File: src/rtl/piso_pkg.sv
// Shared definitions for the piso_tx serializer: state encoding and sizing helper.
package piso_pkg;

  localparam logic ST_IDLE  = 1'b0;
  localparam logic ST_SHIFT = 1'b1;

  typedef enum logic {
    S_IDLE  = ST_IDLE,
    S_SHIFT = ST_SHIFT
  } piso_state_e;

  // Number of bits needed to index value distinct positions.
  function automatic int unsigned clog2(input int unsigned value);
    int unsigned result;
    int unsigned v;
    result = 0;
    v = value - 1;
    while (v > 0) begin
      result = result + 1;
      v = v >> 1;
    end
    return result;
  endfunction

endpackage

File: src/rtl/piso_tx_if.sv
// Word handshake and serial-side signals of the piso_tx serializer.
interface piso_tx_if #(
  parameter int unsigned WIDTH = 8
);

  logic [WIDTH-1:0] in_data;
  logic             in_valid;
  logic             in_ready;
  logic             dout;
  logic             dout_valid;
  logic             frame_start;
  logic             busy;

  modport master (
    output in_data,
    output in_valid,
    input  in_ready,
    input  dout,
    input  dout_valid,
    input  frame_start,
    input  busy
  );

  modport slave (
    input  in_data,
    input  in_valid,
    output in_ready,
    output dout,
    output dout_valid,
    output frame_start,
    output busy
  );

endinterface

File: src/rtl/piso_hold_slot.sv
// Single-entry holding register that buffers the next word while the shifter is busy.
module piso_hold_slot #(
  parameter int unsigned WIDTH = 8
) (
  input  logic             clk,
  input  logic             rst,
  input  logic             load,
  input  logic [WIDTH-1:0] load_data,
  input  logic             unload,
  output logic [WIDTH-1:0] data,
  output logic             full,
  output logic             ready
);

  // Occupancy flag: load and unload are never both asserted by the owner.
  always_ff @(posedge clk or posedge rst) begin
    if (rst) begin
      full <= 1'b0;
    end else if (load) begin
      full <= 1'b1;
    end else if (unload) begin
      full <= 1'b0;
    end
  end

  // Word storage, captured only on load.
  always_ff @(posedge clk or posedge rst) begin
    if (rst) begin
      data <= '0;
    end else if (load) begin
      data <= load_data;
    end
  end

  // Ready depends on registered state and reset only, never on in_valid.
  assign ready = !rst && !full;

endmodule

File: src/rtl/piso_tx.sv
// Parallel-in serial-out transmitter feeding a downstream sipo stage one bit per clock.
module piso_tx
  import piso_pkg::*;
#(
  parameter int unsigned WIDTH      = 8,
  parameter bit          LSB_FIRST  = 1'b0,
  parameter bit          IDLE_LEVEL = 1'b0
) (
  input  logic      clk,
  input  logic      rst,
  piso_tx_if.slave  bus
);

  localparam int unsigned     CW   = clog2(WIDTH);
  localparam logic [CW-1:0]   LAST = CW'(WIDTH - 1);

  piso_state_e       state_q, state_d;
  logic [CW-1:0]     cnt_q, cnt_d;
  logic [WIDTH-1:0]  sh_q, sh_d;
  logic              dout_q, dout_d;
  logic              dv_q, dv_d;
  logic              fs_q, fs_d;

  logic              hold_load;
  logic              hold_unload;
  logic [WIDTH-1:0]  hold_data;
  logic              hold_full;
  logic              in_ready_c;
  logic              accept;

  // Bit that goes on the wire first for a word held in the shifter.
  function automatic logic lead_bit(input logic [WIDTH-1:0] w);
    return LSB_FIRST ? w[0] : w[WIDTH-1];
  endfunction

  // Drop the bit just sent so the next one sits in the lead position.
  function automatic logic [WIDTH-1:0] shift_once(input logic [WIDTH-1:0] w);
    return LSB_FIRST ? (w >> 1) : (w << 1);
  endfunction

  piso_hold_slot #(
    .WIDTH (WIDTH)
  ) u_hold (
    .clk       (clk),
    .rst       (rst),
    .load      (hold_load),
    .load_data (bus.in_data),
    .unload    (hold_unload),
    .data      (hold_data),
    .full      (hold_full),
    .ready     (in_ready_c)
  );

  assign accept = bus.in_valid && in_ready_c;

  // Next-state logic: load from input or hold slot, advance bits, return to idle.
  always_comb begin
    state_d     = state_q;
    cnt_d       = cnt_q;
    sh_d        = sh_q;
    dout_d      = dout_q;
    dv_d        = dv_q;
    fs_d        = 1'b0;
    hold_load   = 1'b0;
    hold_unload = 1'b0;
    unique case (state_q)
      S_IDLE: begin
        dout_d = IDLE_LEVEL;
        dv_d   = 1'b0;
        if (accept) begin
          state_d = S_SHIFT;
          cnt_d   = '0;
          sh_d    = bus.in_data;
          dout_d  = lead_bit(bus.in_data);
          dv_d    = 1'b1;
          fs_d    = 1'b1;
        end
      end
      S_SHIFT: begin
        if (cnt_q == LAST) begin
          if (hold_full) begin
            cnt_d       = '0;
            sh_d        = hold_data;
            dout_d      = lead_bit(hold_data);
            dv_d        = 1'b1;
            fs_d        = 1'b1;
            hold_unload = 1'b1;
          end else if (accept) begin
            cnt_d  = '0;
            sh_d   = bus.in_data;
            dout_d = lead_bit(bus.in_data);
            dv_d   = 1'b1;
            fs_d   = 1'b1;
          end else begin
            state_d = S_IDLE;
            cnt_d   = '0;
            dout_d  = IDLE_LEVEL;
            dv_d    = 1'b0;
          end
        end else begin
          cnt_d     = cnt_q + CW'(1);
          sh_d      = shift_once(sh_q);
          dout_d    = lead_bit(shift_once(sh_q));
          dv_d      = 1'b1;
          hold_load = accept;
        end
      end
      default: begin
        state_d = S_IDLE;
      end
    endcase
  end

  // State, shifter and serial output registers.
  always_ff @(posedge clk or posedge rst) begin
    if (rst) begin
      state_q <= S_IDLE;
      cnt_q   <= '0;
      sh_q    <= '0;
      dout_q  <= IDLE_LEVEL;
      dv_q    <= 1'b0;
      fs_q    <= 1'b0;
    end else begin
      state_q <= state_d;
      cnt_q   <= cnt_d;
      sh_q    <= sh_d;
      dout_q  <= dout_d;
      dv_q    <= dv_d;
      fs_q    <= fs_d;
    end
  end

  assign bus.in_ready    = in_ready_c;
  assign bus.dout        = dout_q;
  assign bus.dout_valid  = dv_q;
  assign bus.frame_start = fs_q;
  assign bus.busy        = (state_q == S_SHIFT) || hold_full;

endmodule

File: src/flat_wrapper.sv
// flat-port wrapper written by rule: the top's interface ports become plain ports
module piso_tx_flat import piso_pkg::*;
#(
  parameter int unsigned WIDTH      = 8,
  parameter bit          LSB_FIRST  = 1'b0,
  parameter bit          IDLE_LEVEL = 1'b0
)
  (clk, rst, bus_in_data, bus_in_valid, bus_in_ready, bus_dout, bus_dout_valid, bus_frame_start, bus_busy);
  piso_tx_if #(.WIDTH(WIDTH)) bus_i ();
  input  logic clk;
  input  logic rst;
  input wire logic [$bits(bus_i.in_data)-1:0] bus_in_data;
  input wire logic [$bits(bus_i.in_valid)-1:0] bus_in_valid;
  output wire logic [$bits(bus_i.in_ready)-1:0] bus_in_ready;
  output wire logic [$bits(bus_i.dout)-1:0] bus_dout;
  output wire logic [$bits(bus_i.dout_valid)-1:0] bus_dout_valid;
  output wire logic [$bits(bus_i.frame_start)-1:0] bus_frame_start;
  output wire logic [$bits(bus_i.busy)-1:0] bus_busy;
  assign bus_i.in_data = bus_in_data;
  assign bus_i.in_valid = bus_in_valid;
  assign bus_in_ready = bus_i.in_ready;
  assign bus_dout = bus_i.dout;
  assign bus_dout_valid = bus_i.dout_valid;
  assign bus_frame_start = bus_i.frame_start;
  assign bus_busy = bus_i.busy;
  piso_tx #(.WIDTH(WIDTH), .LSB_FIRST(LSB_FIRST), .IDLE_LEVEL(IDLE_LEVEL)) u_core (.clk(clk), .rst(rst), .bus(bus_i));
endmodule
File: config.mk
export PLATFORM = sky130hd
export DESIGN_NAME = piso_tx_flat
export DESIGN_NICKNAME = d
export VERILOG_FILES = /design/src/rtl/piso_pkg.sv /design/src/rtl/piso_tx_if.sv /design/src/rtl/piso_hold_slot.sv /design/src/rtl/piso_tx.sv /design/src/flat_wrapper.sv
export SDC_FILE = /design/constraint.sdc
export NUM_CORES = 1
export LEC_CHECK = 0
export CORE_AREA = 5 5 53 55
export CTS_BUF_LIST = sky130_fd_sc_hd__clkbuf_2
export DETAILED_ROUTE_END_ITERATION = 10
export DIE_AREA = 0 0 58 60
export PLACE_DENSITY = 0.75
export RECOVER_POWER = 50
export SLEW_MARGIN = 30
export SYNTH_ARGS = -nofsm -noshare
export SYNTH_HDL_FRONTEND = slang
export SYNTH_HIERARCHICAL = 1
export SYNTH_SLANG_ARGS = --single-unit
File: constraint.sdc
create_clock -name clk -period 1.5 [get_ports clk]
set_clock_uncertainty 0.05 [all_clocks]
set_input_delay 0.15 -clock clk [delete_from_list [all_inputs] [get_ports clk]]
set_output_delay 0.15 -clock clk [all_outputs]
set_load 0.1 [all_outputs]
Word level (Yosys, flattened, before mapping). Index checks and enable logic that the tools add are counted. W data, S select, Z words.

Muxes and demuxes: 24. Reductions and logical operators: 6. Eq/ne operators: 2. $add $sub $neg: 1. Bitwise gates (word level): 1.

Operator list (number): $mux W8 (3); $pmux W8 S2 (1); $mux W1 (14); $mux W3 (2); $pmux W1 S2 (3); $pmux W3 S2 (1); $add A3 B1 Y3 const B (1); $eq A3 B3 Y1 const B (1); $logic_and A1 B1 Y1 (2); $logic_not A1 Y1 (2); $ne A2 B1 Y1 const B (1); $reduce_bool A2 Y1 (1); $logic_or A1 B1 Y1 (1); $not A1 Y1 (1).

Word-level logic and storage cells: 41. Register bits: 23. Output and inout bits: 5.

Longest topological paths before layout.
Depth in word-level cells: 7. Depth in mapped cells: 6. Depth with buffers taken out: 5.

Modules after synthesis. The synthesis kept the hierarchy.

By module, submodules not included: piso_tx (sequential area each 325.3 µm², instances 1, area each 705.7 µm², cells each 75); piso_hold_slot (sequential area each 225.2 µm², instances 1, area each 376.6 µm², cells each 22).

Worst setup path after synthesis. OpenSTA, ideal clock, no wires.

Path type: reg2reg. Start: register u_core.u_hold.full. End: register u_core.u_hold.data[0]. Path slack: -1.592 ns. Clock period less this slack: 3.092 ns. Arrival: 2.917 ns. Stages on the path, launching flop included: 7. Required time: 1.325 ns. Path buffers: 2. Cells stage by stage: dfrtp_1 nor2_1 nand2_1 buf_2 nor2_1 buf_6 mux2_4.

Longest elaborated chain between the ends: 5.

Ends and longest elaborated chain: start, declared (RTL line piso_hold_slot.sv:11) `output logic full,`; start signal, assigned (RTL line piso_hold_slot.sv:18) `full <= 1'b0;`; start signal, assigned (RTL line piso_hold_slot.sv:20) `full <= 1'b1;`; start signal, assigned (RTL line piso_hold_slot.sv:22) `full <= 1'b0;`; $logic_not A1 Y1 (RTL line piso_hold_slot.sv:36) `assign ready = !rst && !full;`; $logic_and A1 B1 Y1 (RTL line piso_hold_slot.sv:36); net bus_in_ready (RTL line flat_wrapper.sv:14) `output wire logic [$bits(bus_i.in_ready)-1:0] bus_in_ready;`; $logic_and A1 B1 Y1 (RTL line piso_tx.sv:54) `assign accept = bus.in_valid && in_ready_c;`; $mux W1 (RTL line piso_tx.sv:80) `if (cnt_q == LAST) begin`; $mux W1 (RTL line piso_tx.sv:66) `unique case (state_q)`; net u_core.hold_load (RTL line piso_tx.sv:24) `logic hold_load;`; end signal, assigned (RTL line piso_hold_slot.sv:31) `data <= load_data;`; end, declared (RTL line piso_hold_slot.sv:10) `output logic [WIDTH-1:0] data,`.

The timed path passes the listed nets, and every way through them passes these cells. A chain may end at the register's enable or synchronous reset.

Worst setup path in the final report.
Start: register u_core.cnt_q[1]. End: register u_core.u_hold.data[0].

Longest elaborated chain between the ends: 3.

Ends and longest elaborated chain: start, declared (RTL line piso_tx.sv:18) `logic [CW-1:0] cnt_q, cnt_d;`; start signal, assigned (RTL line piso_tx.sv:125) `cnt_q <= cnt_d;`; $eq A3 B3 Y1 (RTL line piso_tx.sv:80); $mux W1 (RTL line piso_tx.sv:80); $mux W1 (RTL line piso_tx.sv:66); net u_core.hold_load (RTL line piso_tx.sv:24).

The timed path passes the listed nets, and every way through them passes these cells.

==> results.txt <==
The run finished, with violations left. The checks that failed: negative setup slack. In this run the number of H-tree levels came out at 1. For this design, the sink count on the clock tree is 22. The clock input transition at the sequential cells of the worst setup and hold paths is 0.21 ns.

Setup repair after global routing could not meet its margin everywhere. The total inserted antenna cells came out at 0. The endpoint of the lowest-slack register-to-register path is u_core/u_hold/data[0]. The data arrival at the endpoint of the critical path came out at 1.85 ns.

The total number of placement rows is 18. The count of antenna-violating nets left after detailed routing is 0. The sequential area share after synthesis came out at 50.9%. The number of endpoints failing setup at the final stage is 13. The switching fraction of total power is 42.8%. After the first detailed-routing iteration, the DRC count stood at 12. The count of cells along the worst register-to-register path is 6. The first-pass detailed-route iteration total came out at 4. The remaining design rule violation count is 0. STA classifies the critical path startpoint as a flop. The cell sitting at the root of the clock tree is a clkbuf_2. In this run the worst hold path is classified as in -> async. The top cell types in the final layout, fill and taps aside, are 20 x dfrtp_1, 17 x nand2_1, 9 x clkdlybuf4s50_1. The area share of the leading cell type in the synthesized netlist is 50.9%. The final worst-path cycle share came out at 111%. The number of top-level pins came out at 16.

The number of nets in the layout came out at 143. The clock reaches the later pin of the worst-skew pair after 0.32 ns. The number of buffers inserted by hold repair at cts came out at 0.

The cell count after placement is 148. TritonCTS built the clock tree. The overall power consumption is 3.47 mW. The layout overhead on the synthesized area came out at 44.0%. The final HPWL from detailed placement came out at 1.93 mm.

The internal power is 1.98 mW. The first-pass GRT wire length came out at 4.43 mm. The die is 58 um wide. The biggest cell delay along the critical path is 0.43 ns. The share of total power dissipated in combinational logic is 61.4%. The final cell count without fillers is 158. In this run the mean area of a mapped cell was 11.2 um^2. The fraction of final layout cells with drive strength greater than 1 is 40.6%. Synthesis inferred 22 register bits. The instance area after placement is 0.00140 mm^2. The startpoint identified for the worst register-to-register timing path is u_core/cnt_q[1]. The most common cell after layout, fill and taps aside is dfrtp_1. The pin count of the biggest net entering global routing came out at 13. The worst setup path is captured at a flop. The max-cap check violation count came out at 0. The total routing resource utilization after global routing came out at 17.6%. Input and output buffers added on the ports amount to 15.

The worst endpoint required time came out at 1.69 ns. The number of distinct library cells after synthesis came out at 25. The total grt overflow came out at 0. Yosys printed 6 warnings. The critical path ends at u_core/u_hold/data[0]. For this configuration, the core starts out at a cell density of 46.2%. The total net switching power is 1.48 mW. The die is 60 um tall. For the pin with the worst max-slew slack, the measured transition is 0.456 ns.

The power density over the cells came out at 2220 mW/mm^2. The proportion of power drawn by the clock network came out at 7.0%. The setup slack of the worst register-to-register path came out at -0.16 ns.

The net count after synthesis came out at 111. The placer congestion estimate is 0.828. Yosys attributes the largest share of cell area to dfrtp_1 51%, mux2_4 11%, nand2_1 6.6%, ha_1 3.5%, o22ai_1 3.5%.

The number of pins exceeding their max-slew limit in the final report is 0. The standby leakage power is 0.689 nW. The die area is 0.00348 mm^2.

The number of antenna violations at the first check in global routing is 0. The final standard cell utilization of the core is 66.6%. Traced cell by cell, the critical path runs through ha_2 -> ha_4 -> nand2b_4 -> nor2_4 -> clkbuf_16 -> mux2_4. The routed wire length came out at 2.69 mm. The fmax is 0.602 GHz. The via count of the routed design is 863. The cell count after synthesis came out at 97. The slowest stage of the critical path is the dfrtp_1 cell.

The top fanout value on the critical path came out at 4. In the post-route analysis, the smallest setup slack over all paths is -0.162 ns. The wire length per cell after detailed routing came out at 17.0 um. The cell area after layout came out at 0.00156 mm^2.

The first element of the critical path is u_core/cnt_q[1]. Sequential cells burn 31.6% of the power. The minimum clock period came out at 1.66 ns. The clock passes through at most 2 buffers. The critical setup path kind is reg -> reg. The final hold violation count is 0.

The relative slew slack is 69.6%. The total area inside the core boundary comes to 0.00234 mm^2. The number of global-route vias before repair is 915.

The number of vias per cell is 5.46. Across the VDD grid, the largest voltage drop is 1300 uV. TritonCTS created 3 clock buffers. Setup total negative slack on the finished layout was measured at -1.28 ns. In this run the cell area of the synthesized design comes to 0.00108 mm^2. The post-synthesis cell type with the largest combined area is dfrtp_1.
==> stage by stage <==
step	hold slack (ns)	setup WS [ns]
global route	0.343	-0.202
detailed placement	0.453	-0.249
finish	0.350	-0.162
CTS	0.230	-0.182
global placement	0.441	-0.180
floorplan	-0.0721	-0.488
==> registers in the layout, indices dropped and copies added (netlist names) <==
| name | cells |
|---|---|
| u_core/u_hold/data | 8 |
| u_core/sh_q | 7 |
| u_core/cnt_q | 3 |
| u_core/bus.dout | 1 |
| u_core/bus.dout_valid | 1 |
| u_core/bus.frame_start | 1 |
| u_core/u_hold/full | 1 |
==> timing repair <==
| item | 4_1_cts | 5_1_grt |
|---|---|---|
| endpoints found under the hold margin | 0 | 0 |
| gates cloned | 1 | 0 |
| gates resized for setup | 13 | 9 |
| endpoints found under the setup margin | 16 | 14 |
| buffers inserted | 4 | 1 |
| pin swaps | 5 | 4 |
==> cell families (layout without fill, tap and decap cells) <==
logic type | count (synthesis) | after routing | share of synthesized area (%)
simple gates | 31 | 31 | 13.4
compound gates | 22 | 22 | 13.9
flops | 22 | 22 | 50.9
mux | 10 | 10 | 12.9
buf+inv | 9 | 40 | 5.43
fa+ha+maj | 3 | 3 | 3.47
==> metal layers <==
metal	vias up	global-route usage (%)	part of all wire, %
met5	-	0	0
met3	2	3.67	5.8
met1	434	21.7	42
met2	26	30.3	51
li1	401	-	-
met4	0	6.29	0.71
==> worst min-delay path by stage <==
| stage | to | start | slack [ns] | cells past startpoint |
|---|---|---|---|---|
| global placement | u_core/u_hold/data[4] | u_core/u_hold/data[4] | 0.44 | 1 |
| floorplan | u_core/u_hold/data[0] | rst | -0.07 | 1 |
| global route | u_core/sh_q[6] | bus_in_data[6] | 0.34 | 3 |
| CTS | u_core/u_hold/data[7] | rst | 0.23 | 3 |
| finish | u_core/u_hold/data[7] | rst | 0.35 | 3 |
| detailed placement | u_core/u_hold/data[2] | u_core/u_hold/data[2] | 0.45 | 1 |
==> worst max-delay path: cells and delay by family, from the launching register on <==
kind,cells,cell delay (ns)
and+or+nand+nor,2,0.27
buffers and inverters,1,0.17
adders and majority gates,2,0.37
DFF,1,0.43
muxes,1,0.29
==> Yosys cell counts <==
| master | count |
|---|---|
| nor2_1 | 3 |
| buf_4 | 2 |
| mux2_4 | 8 |
| o21ai_1 | 1 |
| and3_1 | 1 |
| or2_2 | 1 |
| nand2b_1 | 2 |
| a21o_2 | 1 |
| a21oi_4 | 1 |
| nand3_1 | 2 |
| dfrtp_1 | 22 |
| buf_6 | 2 |
| o21ai_0 | 3 |
| nor2b_4 | 1 |
| a21oi_1 | 4 |
| nand2_1 | 19 |
| o22ai_1 | 6 |
| ha_1 | 3 |
| nand3b_1 | 1 |
| and2_1 | 1 |
| a31oi_1 | 2 |
| buf_2 | 2 |
| inv_1 | 3 |
| mux2i_1 | 2 |
| a32oi_1 | 4 |
==> cell type report <==
type                       count  area (um^2)
sequential                    22          553
clock buffer                   3         15.0
fill                         188          783
multi-input combinational     66          562
inverter                       3         11.3
timing repair buffer          33          377
tap                           30         37.5
clock inverter                 1         3.75
==> power groups by stage <==
stage                     combinational [mW]  sequential, mW  clock, mW
final                                   2.13            1.10      0.241
after global placement                  1.71            1.10          0
after CTS                               2.04            1.08      0.246
after floorplan                        0.980            1.33          0
after global routing                    2.26            1.13      0.279
after detailed placement                1.79            1.12          0
Power figures use the tool's default switching activity.
